<file path="src/rtl/dsp_wresp_router.sv">
// dsp_wresp_router
// Write-response router for one master port of the AXI4 interconnect dispatcher.
// B responses go back to the master in the order the AW dispatcher issued the
// write addresses. Each slave has its own response FIFO. Writes that decoded to
// no slave get a DECERR response generated locally, once the W dispatcher has
// sunk their last beat.
//
// Optional feature macro: DSP_WRESP_OUT_REG_EN
//   defined   -> the master B channel is driven from a one-entry output register
//                (one extra cycle of latency, full throughput kept)
//   undefined -> the master B channel is driven combinationally from the heads
module dsp_wresp_router #(
   parameter int SLV_AMT         = 4,
   parameter int OUTSTANDING_AMT = 8,
   parameter int TRANS_MST_ID_W  = 5,
   parameter int TRANS_WR_RESP_W = 2,
   parameter int SLV_ID_W        = $clog2(SLV_AMT),
   parameter logic [TRANS_WR_RESP_W-1:0] DECERR_RESP = 2'b11
) (
   input  logic                                  ACLK_i,
   input  logic                                  ARESET_i,
   input  logic                                  dsp_AW_shift_en_i,
   input  logic [SLV_ID_W-1:0]                   dsp_AW_slv_id_i,
   input  logic [TRANS_MST_ID_W-1:0]             dsp_AW_id_i,
   input  logic                                  dsp_AW_decerr_i,
   output logic                                  dsp_AW_ready_o,
   input  logic                                  dsp_W_decerr_last_i,
   output logic [$clog2(OUTSTANDING_AMT+1)-1:0]  dsp_outst_cnt_o,
   input  logic [TRANS_MST_ID_W*SLV_AMT-1:0]     sa_BID_i,
   input  logic [TRANS_WR_RESP_W*SLV_AMT-1:0]    sa_BRESP_i,
   input  logic [SLV_AMT-1:0]                    sa_BVALID_i,
   output logic [SLV_AMT-1:0]                    sa_BREADY_o,
   input  logic                                  m_BREADY_i,
   output logic [TRANS_MST_ID_W-1:0]             m_BID_o,
   output logic [TRANS_WR_RESP_W-1:0]            m_BRESP_o,
   output logic                                  m_BVALID_o
);

   localparam int PTR_W = $clog2(OUTSTANDING_AMT);
   localparam int CNT_W = $clog2(OUTSTANDING_AMT+1);
   localparam int ORD_W = 1 + TRANS_MST_ID_W + SLV_ID_W;
   localparam int RSP_W = TRANS_MST_ID_W + TRANS_WR_RESP_W;
   localparam logic [CNT_W-1:0] CREDIT_MAX = CNT_W'(OUTSTANDING_AMT);

   // order FIFO: {decerr, awid, slv_id}
   logic [ORD_W-1:0]          ord_mem [OUTSTANDING_AMT];
   logic [PTR_W:0]            ord_wr_ptr;
   logic [PTR_W:0]            ord_rd_ptr;
   logic                      ord_empty;
   logic                      ord_full;
   logic                      ord_push;
   logic                      ord_pop;
   logic [ORD_W-1:0]          ord_head;
   logic                      head_decerr;
   logic [TRANS_MST_ID_W-1:0] head_id;
   logic [SLV_ID_W-1:0]       head_slv;

   // per-slave response FIFOs: {BID, BRESP}
   logic [RSP_W-1:0]          rsp_mem [SLV_AMT][OUTSTANDING_AMT];
   logic [PTR_W:0]            rsp_wr_ptr [SLV_AMT];
   logic [PTR_W:0]            rsp_rd_ptr [SLV_AMT];
   logic [SLV_AMT-1:0]        rsp_empty;
   logic [SLV_AMT-1:0]        rsp_full;
   logic [SLV_AMT-1:0]        rsp_push;
   logic [SLV_AMT-1:0]        rsp_pop;
   logic [RSP_W-1:0]          rsp_head;

   // head candidate and delivery control
   logic                       cand_valid;
   logic [TRANS_MST_ID_W-1:0]  cand_bid;
   logic [TRANS_WR_RESP_W-1:0] cand_bresp;
   logic                       take;
   logic                       m_hs;

   // decerr credits and outstanding count
   logic [CNT_W-1:0]          credit_cnt;
   logic                      credit_inc;
   logic                      credit_dec;

   assign ord_empty      = (ord_wr_ptr == ord_rd_ptr);
   assign ord_full       = (ord_wr_ptr[PTR_W] != ord_rd_ptr[PTR_W]) &&
                           (ord_wr_ptr[PTR_W-1:0] == ord_rd_ptr[PTR_W-1:0]);
   assign ord_push       = dsp_AW_shift_en_i & ~ord_full;
   assign ord_pop        = take;
   assign dsp_AW_ready_o = ~ord_full;
   assign sa_BREADY_o    = ~rsp_full;
   assign m_hs           = m_BVALID_o & m_BREADY_i;
   assign credit_inc     = dsp_W_decerr_last_i;
   assign credit_dec     = take & head_decerr;

   // order FIFO storage; entries are only meaningful between the pointers, so no reset
   always_ff @(posedge ACLK_i) begin
      if (ord_push) begin
         ord_mem[ord_wr_ptr[PTR_W-1:0]] <= {dsp_AW_decerr_i, dsp_AW_id_i, dsp_AW_slv_id_i};
      end
   end

   // order FIFO pointers; a push into a full FIFO is simply not taken
   always_ff @(posedge ACLK_i or posedge ARESET_i) begin
      if (ARESET_i) begin
         ord_wr_ptr <= '0;
         ord_rd_ptr <= '0;
      end else begin
         if (ord_push) begin
            ord_wr_ptr <= ord_wr_ptr + 1'b1;
         end
         if (ord_pop) begin
            ord_rd_ptr <= ord_rd_ptr + 1'b1;
         end
      end
   end

   // response FIFO status and accepted slave handshakes
   always_comb begin
      rsp_empty = '0;
      rsp_full  = '0;
      rsp_push  = '0;
      for (int i = 0; i < SLV_AMT; i++) begin
         rsp_empty[i] = (rsp_wr_ptr[i] == rsp_rd_ptr[i]);
         rsp_full[i]  = (rsp_wr_ptr[i][PTR_W] != rsp_rd_ptr[i][PTR_W]) &&
                        (rsp_wr_ptr[i][PTR_W-1:0] == rsp_rd_ptr[i][PTR_W-1:0]);
         rsp_push[i]  = sa_BVALID_i[i] & ~rsp_full[i];
      end
   end

   // response FIFO storage, one slice of BID/BRESP per slave
   always_ff @(posedge ACLK_i) begin
      for (int i = 0; i < SLV_AMT; i++) begin
         if (rsp_push[i]) begin
            rsp_mem[i][rsp_wr_ptr[i][PTR_W-1:0]] <=
               {sa_BID_i[i*TRANS_MST_ID_W +: TRANS_MST_ID_W],
                sa_BRESP_i[i*TRANS_WR_RESP_W +: TRANS_WR_RESP_W]};
         end
      end
   end

   // response FIFO pointers
   always_ff @(posedge ACLK_i or posedge ARESET_i) begin
      if (ARESET_i) begin
         for (int i = 0; i < SLV_AMT; i++) begin
            rsp_wr_ptr[i] <= '0;
            rsp_rd_ptr[i] <= '0;
         end
      end else begin
         for (int i = 0; i < SLV_AMT; i++) begin
            if (rsp_push[i]) begin
               rsp_wr_ptr[i] <= rsp_wr_ptr[i] + 1'b1;
            end
            if (rsp_pop[i]) begin
               rsp_rd_ptr[i] <= rsp_rd_ptr[i] + 1'b1;
            end
         end
      end
   end

   // head candidate: only the order head may be delivered, nothing overtakes it
   always_comb begin
      ord_head    = ord_mem[ord_rd_ptr[PTR_W-1:0]];
      head_decerr = ord_head[ORD_W-1];
      head_id     = ord_head[SLV_ID_W +: TRANS_MST_ID_W];
      head_slv    = ord_head[SLV_ID_W-1:0];
      rsp_head    = rsp_mem[head_slv][rsp_rd_ptr[head_slv][PTR_W-1:0]];
      cand_valid  = 1'b0;
      cand_bid    = '0;
      cand_bresp  = '0;
      if (!ord_empty) begin
         if (head_decerr) begin
            cand_valid = (credit_cnt != '0);
         end else begin
            cand_valid = ~rsp_empty[head_slv];
         end
      end
      if (cand_valid) begin
         if (head_decerr) begin
            cand_bid   = head_id;
            cand_bresp = DECERR_RESP;
         end else begin
            {cand_bid, cand_bresp} = rsp_head;
         end
      end
   end

   // the slave FIFO at the head is popped together with a non-decerr order entry
   always_comb begin
      rsp_pop = '0;
      if (take && !head_decerr) begin
         rsp_pop[head_slv] = 1'b1;
      end
   end

   // decerr credits: one per sunk WLAST of a decode-error burst, saturating both ways
   always_ff @(posedge ACLK_i or posedge ARESET_i) begin
      if (ARESET_i) begin
         credit_cnt <= '0;
      end else if (credit_inc && !credit_dec) begin
         if (credit_cnt != CREDIT_MAX) begin
            credit_cnt <= credit_cnt + 1'b1;
         end
      end else if (credit_dec && !credit_inc) begin
         if (credit_cnt != '0) begin
            credit_cnt <= credit_cnt - 1'b1;
         end
      end
   end

   // outstanding writes: issued but not yet handed to the master
   always_ff @(posedge ACLK_i or posedge ARESET_i) begin
      if (ARESET_i) begin
         dsp_outst_cnt_o <= '0;
      end else if (ord_push && !m_hs) begin
         dsp_outst_cnt_o <= dsp_outst_cnt_o + 1'b1;
      end else if (m_hs && !ord_push) begin
         if (dsp_outst_cnt_o != '0) begin
            dsp_outst_cnt_o <= dsp_outst_cnt_o - 1'b1;
         end
      end
   end

`ifdef DSP_WRESP_OUT_REG_EN
   logic                       out_valid;
   logic [TRANS_MST_ID_W-1:0]  out_bid;
   logic [TRANS_WR_RESP_W-1:0] out_bresp;

   // the head leaves its FIFOs when it moves into the output register
   assign take = cand_valid & (~out_valid | m_BREADY_i);

   // one-entry output register, reloaded in the same cycle it drains
   always_ff @(posedge ACLK_i or posedge ARESET_i) begin
      if (ARESET_i) begin
         out_valid <= 1'b0;
         out_bid   <= '0;
         out_bresp <= '0;
      end else if (take) begin
         out_valid <= 1'b1;
         out_bid   <= cand_bid;
         out_bresp <= cand_bresp;
      end else if (m_BREADY_i) begin
         out_valid <= 1'b0;
      end
   end

   assign m_BVALID_o = out_valid;
   assign m_BID_o    = out_bid;
   assign m_BRESP_o  = out_bresp;
`else
   // the head leaves its FIFOs on the master handshake itself
   assign take       = cand_valid & m_BREADY_i;
   assign m_BVALID_o = cand_valid;
   assign m_BID_o    = cand_bid;
   assign m_BRESP_o  = cand_bresp;
`endif

endmodule

</file>
<file path="config.mk">
export PLATFORM = sky130hd
export DESIGN_NAME = dsp_wresp_router
export DESIGN_NICKNAME = d
export VERILOG_FILES = /design/src/rtl/dsp_wresp_router.sv
export SDC_FILE = /design/constraint.sdc
export NUM_CORES = 1
export LEC_CHECK = 0
export CAP_MARGIN = 20
export CELL_PAD_IN_SITES_DETAIL_PLACEMENT = 1
export CELL_PAD_IN_SITES_GLOBAL_PLACEMENT = 2
export CORE_MARGIN = 4
export CORE_UTILIZATION = 35
export CTS_CLUSTER_SIZE = 25
export DETAILED_ROUTE_END_ITERATION = 12
export PLACE_DENSITY = 0.72
export RECOVER_POWER = 100
export SLEW_MARGIN = 20
export SYNTH_ARGS = -nofsm -noshare
export SYNTH_HDL_FRONTEND = slang
export SYNTH_SLANG_ARGS = --single-unit
</file>
<file path="constraint.sdc">
create_clock -name ACLK_i -period 3.7 [get_ports ACLK_i]
set_clock_uncertainty 0.05 [all_clocks]
set_input_delay 0.74 -clock ACLK_i [delete_from_list [all_inputs] [get_ports ACLK_i]]
set_output_delay 0.74 -clock ACLK_i [all_outputs]
set_load 0.02 [all_outputs]
</file>
==> impl_metrics.csv <==
group,metric,value,unit
synth,synth_ff_type,"edfxtp_1",
clock_network,clk_latency,520,ps
placed_design,port_buffers,61,
timing,setup_tns,-6250,ps
pwr,leakage,6.59,nW
synth,yosys.area.top_type,"edfxtp_1",
min_path,hold_class,"reg2reg",
pwr,p_per_area,1090,nW/um^2
pwr,swShare,37.5,%
floorplanning,rows,74,
pwr,p_clk_share,18.4,%
timing,fin_crit,4420,ps
worst_setup_path,cp.arrival,3630,ps
pwr,power.share.sequential,26.7,%
synth,synth_area,14500,sq um
detailed_routing,avgViaCountPerCell,5.11,
timing,tightestPinTransition,988,ps
pwr,switching_power,7.56,mW
worst_setup_path,critPathLaunchType,"register",
flow_run,drv_cap,0,
cells_and_area,post-route-util,45.1,%
placed_design,place_area,16400,sq um
timing,finalWorstSetupSlack,-718,ps
worst_setup_path,cp-end-kind,"output pin",
detailed_routing,wirelength,40200,microns
synth,ys_top_cells_by_area,"edfxtp_1, dfrtp_1, mux2i_1, mux2_2, mux4_2",
floorplanning,core,40900,sq um
clock_network,cts_made_buffers,37,
floorplanning,die_h,212,microns
timing,fmax,226,MHz
clock_network,clk_path_buf_depth,3,
grt,grt_pass1_vias,9309,
synth,synth_edf_count,288,
synth,synth_common_cells,"edfxtp_1, nand2_1, mux2i_1",
worst_setup_path,critPathMaxFanout,14,
grt,track_usage,17.8,%
placed_design,placedCellCount,1564,
synth,syn_nets,981,
min_path,min_path_cells,1,
worst_setup_path,ff2ff_path_depth,23,
synth,syn_area_per_cell,15.8,sq um
pwr,p_comb_share,54.9,%
timing,drv_slew,0,
floorplanning,die_w,212,microns
detailed_routing,post_drt_wl_per_cell,24.2,microns
clock_network,root_buffer,"clkbuf_16",
synth,synth-seq-cells,336,
cells_and_area,stdcell_count,1663,
grt,grt_start_max_net_pins,28,
pwr,vdd_drop_max,1020,uV
detailed_routing,drt_pass1_iterations,4,
timing,finalSetupViolations,15,
grt,grt_overflow,0,
cells_and_area,diodes,0,
grt,grt_pass1_wl,59200,microns
synth,ys_warn_count,0,
timing,relSlewSlack,34.2,%
worst_setup_path,crit_required,2910,ps
timing,fin_crit_sh,119,%
clock_network,h-tree-depth,2,
synth,synth_top_cell_area_share,59.6,%
placed_design,gp_congestion,0.829,
pwr,p_int,12.6,mW
cells_and_area,multi_input_area,4650,sq um
floorplanning,die_area,44700,sq um
cells_and_area,area_growth_syn_to_layout,27.3,%
clock_network,cts_sinks,336,
detailed_routing,drc_errors,0,
placed_design,post-dp-hpwl,27000,microns
clock_network,clk_pin_slew,60,ps
timing,grt_setup_unrepaired,"true",
synth,synth.most_common_cell,"edfxtp_1",
timing,final_hold_viol_count,0,
detailed_routing,vias,8504,
floorplanning,start_util,35.4,%
clock_network,hold_buffers,0,
detailed_routing,final_antenna_net_count,0,
synth,synth_seq_area_share,67.9,%
cells_and_area,nets,1171,
floorplanning,ios,62,
run_status,violations,"setup timing",
worst_setup_path,crit_type,"reg2out",
synth,ys_async_sr_fraction,14.3,%
synth,ys_types,47,
detailed_routing,drtIter0Drc,491,
grt,antenna_found_initial,0,
cells_and_area,fill_cells,4056,
run_status,status,"finished with violations",
synth,syn_inst,919,
cells_and_area,finalInstanceArea,18500,sq um
clock_network,cts_tree,"done",
cells_and_area,seq_area,9850,sq um
cells_and_area,drive_gt1_share,28.0,%
## path summary, 6_finish.rpt
kind | to | slack (ps) | from
worst min register to register | rsp_wr_ptr[7] | 430 | rsp_wr_ptr[7]
worst max register to register | credit_cnt[3] | -320 | ord_rd_ptr[1]
worst min-delay path | rsp_wr_ptr[7] | 430 | rsp_wr_ptr[7]
worst max-delay path | m_BRESP_o[1] | -720 | ord_rd_ptr[1]
max in group asynchronous | credit_cnt[2] | 1370 | ARESET_i
min in group asynchronous | rsp_wr_ptr[4] | 820 | ARESET_i
## per-stage QoR
step	worst slack, ps	total power, mW	hold WS (ps)
finish	-718	20.2	432
global route	-830	21.3	459
CTS	-713	19.8	440
detailed placement	-771	14.3	425
global placement	-740	14.1	422
floorplan	-17.0	10.7	410
## critical path, cell delays in order (launching register included)
cell,delay [ps]
dfrtp_1,390
buf_6,130
mux4_2,520
mux2i_4,220
buf_12,190
buf_4,150
buf_16,150
and2_1,140
a211oi_1,70
a211o_1,300
a311o_1,370
a31oi_1,230
buf_4,220
## state kept, by name, summed over array words and instances, names as in the netlist
| signal | count |
|---|---|
| credit_cnt | 4 |
| dsp_outst_cnt_o | 4 |
| ord_mem | 64 |
| ord_rd_ptr | 4 |
| ord_wr_ptr | 4 |
| rsp_mem | 224 |
| rsp_rd_ptr | 16 |
| rsp_wr_ptr | 16 |
## repair_timing
action,CTS,global route
gates resized for setup,119,32
pin swaps,32,23
buffers inserted,22,14
setup endpoints to repair,15,16
gates cloned,7,0
## power by group through the flow
stage | Combinational [mW] | Sequential [mW] | Clock, mW
after CTS | 10.7 | 5.37 | 3.81
after global routing | 11.8 | 5.46 | 3.98
after floorplan | 5.46 | 5.28 | 0
after detailed placement | 8.84 | 5.42 | 0
after global placement | 8.68 | 5.39 | 0
final | 11.1 | 5.39 | 3.71
## layout make-up
cell class,instances,share of cell area [%]
Inverter,6,0.149
Sequential cell,336,53.4
Clock buffer,48,5.29
Multi-Input combinational cell,524,25.2
Clock inverter,13,1.17
Tap cell,532,3.61
Timing Repair Buffer,204,11.3
## cell families after synthesis
group	share of synthesized area, %
compound gates	6.02
xor+xnor	3.44
fa+ha+maj	1.57
buf+inv	2.49
flops	67.9
mux	12.6
simple gates	5.96
## layer usage
metal	GRT usage, %	share of wire [%]	wire length [microns]
met5	0	0	0
met4	4.95	2.4	972
met3	3.44	3.8	1520
met2	30.8	51	20400
met1	23.0	43	17300
## placed cells by master (no fill, tap or decap), types with 5 or more instances in the layout
cell and instances:
o211ai_2 7, mux2i_4 12, mux2_2 54, a211oi_2 6
buf_16 7, bufinv_16 6, o21ai_0 18, buf_6 30
xor2_1 39, ha_1 10, nor4_1 6, edfxtp_1 288
xnor2_1 17, clkbuf_16 37, a211oi_1 13, buf_4 81
nand2_1 81, nand2b_1 15, and2_0 5, mux4_2 16
nor2_1 31, buf_12 9, o211ai_1 39, mux2i_1 62
dlygate4sd3_1 37, dfrtp_1 48, clkbuf_1 28, nor3_1 16
clkdlybuf4s50_1 16, nand4_1 6, ha_4 5, and2_1 10
(Power assumes the default switching activity.)
